## config.mk

```make
export PLATFORM = sky130hd
export DESIGN_NAME = dcache_req_arbiter
export DESIGN_NICKNAME = d
export VERILOG_FILES = /design/src/rtl/dcache_req_arbiter_pkg.sv /design/src/rtl/arb_tag_fifo.sv /design/src/rtl/dcache_req_arbiter.sv
export SDC_FILE = /design/constraint.sdc
export NUM_CORES = 1
export LEC_CHECK = 0
export ABC_AREA = 1
export ABC_CLOCK_PERIOD_IN_PS = 2500
export BUFFER_PORTS_ARGS = -buffer_cell sky130_fd_sc_hd__buf_4
export CELL_PAD_IN_SITES_DETAIL_PLACEMENT = 1
export CELL_PAD_IN_SITES_GLOBAL_PLACEMENT = 1
export CORE_AREA = 2 2 124 126
export CTS_BUF_LIST = sky130_fd_sc_hd__clkbuf_16
export CTS_CLUSTER_DIAMETER = 30
export DETAILED_ROUTE_END_ITERATION = 7
export DIE_AREA = 0 0 126 128
export GPL_TIMING_DRIVEN = 0
export PLACE_DENSITY = 0.87
export SYNTH_ARGS = -nofsm -noshare
export SYNTH_HDL_FRONTEND = slang
export SYNTH_HIERARCHICAL = 1
export SYNTH_SLANG_ARGS = --single-unit
```

## constraint.sdc

```tcl
create_clock -name clk -period 2.5 [get_ports clk]
set_clock_uncertainty 0.1 [all_clocks]
set_input_delay 0.125 -clock clk [delete_from_list [all_inputs] [get_ports clk]]
set_output_delay 0.125 -clock clk [all_outputs]
set_load 0.02 [all_outputs]
```

## src/rtl/dcache_req_arbiter_pkg.sv

```systemverilog
// dcache_req_arbiter_pkg: size encodings, tag FIFO entry type, request bus width shared by the arbiter and its tag FIFO
package dcache_req_arbiter_pkg;
  localparam logic [1:0] DC_SIZE_B = 2'd0;
  localparam logic [1:0] DC_SIZE_H = 2'd1;
  localparam logic [1:0] DC_SIZE_W = 2'd2;
  typedef enum logic {SLOT_01 = 1'b0, SLOT_02 = 1'b1} slot_e;
  typedef struct packed {
    slot_e slot;
    logic  discard;
  } tag_t;
  localparam int TAG_W = $bits(tag_t);
  localparam int REQ_W = 1 + 2 + 4 + 32 + 32;
endpackage

```

## src/rtl/arb_tag_fifo.sv

```systemverilog
// arb_tag_fifo: circular FIFO of tag_t (clk, reset, push, pop, set_discard broadcast, din -> head, count, full)
module arb_tag_fifo
  import dcache_req_arbiter_pkg::*;
#(
  parameter int DEPTH = 4
) (
  input  logic                     clk,
  input  logic                     reset,
  input  logic                     push,
  input  logic                     pop,
  input  logic                     set_discard,
  input  tag_t                     din,
  output tag_t                     head,
  output logic [$clog2(DEPTH):0]   count,
  output logic                     full
);
  localparam int AW = $clog2(DEPTH);
  tag_t mem [DEPTH];
  logic [AW-1:0] wp, rp;
  logic do_push, do_pop;
  assign full = count == (AW+1)'(DEPTH);
  assign do_push = push & ~full;
  assign do_pop = pop & (count != '0);
  assign head = mem[rp];
  always_ff @(posedge clk) begin
    if (reset) begin
      wp <= '0;
      rp <= '0;
      count <= '0;
    end else begin
      wp <= wp + AW'(do_push);
      rp <= rp + AW'(do_pop);
      count <= count + (AW+1)'(do_push) - (AW+1)'(do_pop);
    end
  end
  always_ff @(posedge clk) begin
    for (int i = 0; i < DEPTH; i++) begin
      if (do_push && wp == AW'(i)) mem[i] <= '{slot: din.slot, discard: din.discard | set_discard};
      else if (set_discard) mem[i].discard <= 1'b1;
    end
  end
endmodule

```

## src/rtl/dcache_req_arbiter.sv

```systemverilog
// dcache_req_arbiter: serializes slot 01/02 requests onto dc_* port, routes in-order dc responses back per slot, drops flushed ones; DCACHE_ARB_RESP_REG_EN registers the response outputs
module dcache_req_arbiter
  import dcache_req_arbiter_pkg::*;
#(
  parameter int OUTSTANDING = 4
) (
  input  logic        clk,
  input  logic        reset,
  input  logic        flush,
  input  logic        req_01,
  input  logic        wr_01,
  input  logic [1:0]  size_01,
  input  logic [3:0]  wstrb_01,
  input  logic [31:0] addr_01,
  input  logic [31:0] wdata_01,
  input  logic        req_02,
  input  logic        wr_02,
  input  logic [1:0]  size_02,
  input  logic [3:0]  wstrb_02,
  input  logic [31:0] addr_02,
  input  logic [31:0] wdata_02,
  output logic        addr_ok_01,
  output logic        addr_ok_02,
  output logic        data_cache_data_ok_01,
  output logic        data_cache_data_ok_02,
  output logic [31:0] data_cache_rdata_01,
  output logic [31:0] data_cache_rdata_02,
  output logic        dc_req,
  output logic        dc_wr,
  output logic [1:0]  dc_size,
  output logic [3:0]  dc_wstrb,
  output logic [31:0] dc_addr,
  output logic [31:0] dc_wdata,
  input  logic        dc_addr_ok,
  input  logic        dc_data_ok,
  input  logic [31:0] dc_rdata
);
  logic full, hit, hit_01, hit_02;
  logic [$clog2(OUTSTANDING):0] count;
  logic [REQ_W-1:0] req_bus;
  tag_t head;
  assign req_bus = req_01 ? {wr_01, size_01, wstrb_01, addr_01, wdata_01}
                          : {wr_02, size_02, wstrb_02, addr_02, wdata_02};
  assign {dc_wr, dc_size, dc_wstrb, dc_addr, dc_wdata} = req_bus;
  assign dc_req = (req_01 | req_02) & ~full & ~flush & ~reset;
  assign addr_ok_01 = dc_req & dc_addr_ok & req_01;
  assign addr_ok_02 = dc_req & dc_addr_ok & ~req_01;
  assign hit = dc_data_ok & (count != '0) & ~head.discard & ~flush & ~reset;
  assign hit_01 = hit & (head.slot == SLOT_01);
  assign hit_02 = hit & (head.slot == SLOT_02);
  arb_tag_fifo #(.DEPTH(OUTSTANDING)) u_fifo (
    .clk(clk),
    .reset(reset),
    .push(dc_req & dc_addr_ok),
    .pop(dc_data_ok),
    .set_discard(flush),
    .din('{slot: req_01 ? SLOT_01 : SLOT_02, discard: 1'b0}),
    .head(head),
    .count(count),
    .full(full)
  );
`ifdef DCACHE_ARB_RESP_REG_EN
  always_ff @(posedge clk) begin
    data_cache_data_ok_01 <= ~reset & hit_01;
    data_cache_data_ok_02 <= ~reset & hit_02;
    data_cache_rdata_01 <= (~reset & hit_01) ? dc_rdata : '0;
    data_cache_rdata_02 <= (~reset & hit_02) ? dc_rdata : '0;
  end
`else
  assign data_cache_data_ok_01 = hit_01;
  assign data_cache_data_ok_02 = hit_02;
  assign data_cache_rdata_01 = hit_01 ? dc_rdata : '0;
  assign data_cache_rdata_02 = hit_02 ? dc_rdata : '0;
`endif
endmodule

```

==> summary.txt <==
Logic synthesis
  – YS warnings: 6
  – Syn_area_per_cell: 5.01 um^2
  – Register area share after synthesis: 0.168
  – Syn nets: ~620
  – Post-Syn Area: 2200 um^2
  – Cell variety after synth: 29
  – Synth Instances: 439
  – Flops & latches, synth: 15
  – Share of the synthesized area in the top cell type: 0.384
  – Cell taking the most area after synthesis: nand2_1
  – Top post-synthesis cells by area: nand2_1 38%, nor2_1 14%, edfxtp_1 9.6%, inv_1 9.2%, dfxtp_1 7.3%

Placed design
  – Final HPWL DP: 11,600 um
  – # port buffers: between 300 and 400
  – GP Congestion: 0.818

Routing
  – Vias per std cell: 4.05
  – DRT iter0 DRCs: 73
  – Residual DRC: 0
  – Wire per inst: roughly 14 um
  – Post-Route WL: about 13,000 um
  – TritonRoute pass-1 iters: 4
  – Via Count: 3,843
  – Post-route ant nets: 0

Worst hold path
  – Hold endpoint: u_fifo/count[1]
  – Min-delay src: reset
  – Hold Path Stages: 2
  – Worst min path class: in -> reg

Power
  – Max IR drop VDD: ~0.00021 V
  – PwrDens: 355 nW/um^2
  – Final Power: between 1500 and 2000 uW
  – Leakage: ~0.0031 uW

Setup path
  – WP data required: 2.54 ns
  – Critical path's slowest cell: fa_1
  – CP startpoint kind: flip-flop
  – Critical path's largest stage delay: 0.37 ns
  – Reg2reg end: u_fifo/count[2]
  – CP delay by family, top: adder cells
  – Critical path type: reg -> reg
  – Worst-path maximum fanout: 8
  – R2R cell count: 13
  – R2R Setup Slk: between 0.2 and 0.25 ns
  – Worst-path cell chain: nor2_2, nand2_2, inv_1, inv_1, nand4_2, inv_1, nand2_4, xor2_1, ha_1, inv_1, fa_1, o21ai_0, a21oi_1
  – Crit end category: flip-flop
  – Bufs and invs on worst path: 4
  – Worst path arrival time: 2.30 ns
  – Reg-to-reg startpoint: u_fifo/count[1]
  – Most Frequent Cell on Critical Path: inv_1

Clock network
  – Max clock buf depth: 2
  – H-tree depth: 1
  – Num Clock Sinks: 15
  – CTS tree: built
  – Clk_lat worst skew: 0.25 ns
  – Cts hold-fix bufs: 0
  – Number of buffers created by CTS: 3
  – CTS root buffer: clkbuf_16
  – Clock slew at reported path FFs: 0.05 ns
  – Post-CTS setup buffer count: 0

Layout
  – Share of layout cells above drive strength 1: 0.470
  – Filler cell count: around 2.0k
  – Commonest non-fill, non-tap cell in the layout: buf_4
  – ANT cells: 0
  – Post-layout nets: ~950
  – Commonest non-fill, non-tap cells in the layout: 326 x buf_4, 225 x nand2_1, 82 x nor2_1
  – Area grow syn2layout: 123%

GRT
  – Layer with the highest usage: met2
  – Gr ovfl total: 0
  – M3 GR Usage: 0.0526
  – Vias in the first global route: around 3.9k
  – First-pass GRT wire length: just under 20,000 um
  – Met2 usage: 0.312
  – Initial antenna violation count: 0
  – Largest net degree at the start of global routing: 14
  – Global Route Usage Sum: 0.153
  – M1 GR Usage: 0.146

Timing
  – Final hold slack: -0.00130 ns
  – Final Hold Fails: 1
  – Final Cycle Share: 0.904
  – Worst Tran Pin Value: 0.570 ns
  – Setup tns final: 0 ns
  – Tmin final: 2.26 ns
  – Final Max Tran Viols: 0
  – Fmax achieved: 442 MHz
  – Slew headroom: 0.620
  – Setup-failing EPs final: 0
  – Unrepaired setup endpoints after global routing: false

Floorplan
  – Row cnt: 45
  – Core footprint: roughly 15,000 um^2
  – Initial core utilization: 0.148
  – Die Ht: roughly 130 um
  – Die X: 126 um
  – Die Footprint: 16,100 um^2
  – IO Pins: 321

Status
  – Status: finished, violations left
  – Failing checks: negative hold slack

Job
  – Max-cap violations: 0
[layer usage]
metal	wire, um	vias up
li1	-	1919
met4	137	0
met3	1390	6
met5	0	-
met2	7090	195
met1	4600	1723
[logic make-up (layout without fill, tap and decap cells)]
kind of cell,count (synthesis),after routing,share of synthesized area
simple gates,326,326,0.598
other cells,1,1,0.00170
buf+inv,80,403,0.175
xor+xnor,2,2,0.00797
fa+ha+maj,3,3,0.0205
flops,15,15,0.168
compound gates,12,12,0.0284
[what timing repair did]
action	in CTS	in global routing
resized for setup	0	1
endpoints found under the setup margin	0	1
endpoints found under the hold margin	0	0
[cell type report]
class                   instances  area (um^2)  area share
multi-input cells             344         1440       0.294
plain buffers                  22          165      0.0336
well taps                     188          235      0.0479
inverters                      58          220      0.0449
clock inverters                 1         3.75    0.000765
clock buffers                   3         75.1      0.0153
repair buffers                319         2390       0.488
flip-flops and latches         15          372      0.0757
[worst max-delay path by stage]
stage | from | slack (ns) | depth (start not counted) | endpoint
final | u_fifo/count[1] | 0.24 | 13 | u_fifo/count[2]
after global routing | u_fifo/count[1] | 0.003 | 13 | u_fifo/count[2]
after CTS | u_fifo/count[1] | 0.16 | 13 | u_fifo/count[2]
after detailed placement | u_fifo/count[1] | 0.20 | 13 | u_fifo/count[2]
after global placement | u_fifo/count[1] | 0.24 | 13 | u_fifo/count[2]
after floorplan | u_fifo/count[1] | 0.45 | 13 | u_fifo/count[2]
[metrics by stage]
| step | instances | util | cell area [um^2] | setup slack, ns |
|---|---|---|---|---|
| detailed placement | 946 | 0.325 | 4830 | 0.196 |
| floorplan | 439 | - | 2200 | 0.452 |
| global placement | 946 | 0.325 | 4830 | 0.241 |
| CTS | 950 | 0.330 | 4910 | 0.158 |
| global route | 950 | 0.330 | 4910 | 0.00311 |
| finish | 950 | 0.330 | 4910 | 0.239 |
[Yosys cell counts]
cell type  count
o22ai_1        2
xor2_1         1
nor2_2         1
buf_2          3
buf_4          7
xnor2_1        1
buf_6          7
inv_4          1
nand2_1      225
dfxtp_1        8
nor2_8         1
inv_1         54
clkbuf_1       5
nand2_4        1
nand4_1        1
nor2_1        82
nand2_2        6
edfxtp_1       7
inv_2          3
nand3_1        3
nand4_2        1
a21oi_1        2
nand3_4        2
ha_1           2
fa_1           1
conb_1         1
o21ai_0        8
or2_0          1
or2_2          2
[worst register-to-register path, delay by kind of cell (launching register included)]
family | cells | cell delay, ns
flops | 1 | 0.35
xor+xnor | 1 | 0.16
simple gates | 4 | 0.51
buf+inv | 4 | 0.25
compound gates | 2 | 0.24
fa+ha+maj | 2 | 0.53
[state kept, by name (all words and copies together), names as in the netlist]
signal and cells:
u_fifo/rp 2, u_fifo/mem 8, u_fifo/wp 2, u_fifo/count 3
[report_power, final]
group,switching [uW],internal (uW),leakage [uW],total (uW)
clock,97.1,212,0.0000423,309
sequential,49.7,300,0.000130,350
combinational,601,485,0.00292,1090
Note: power is estimated with default switching activity, not from simulation.
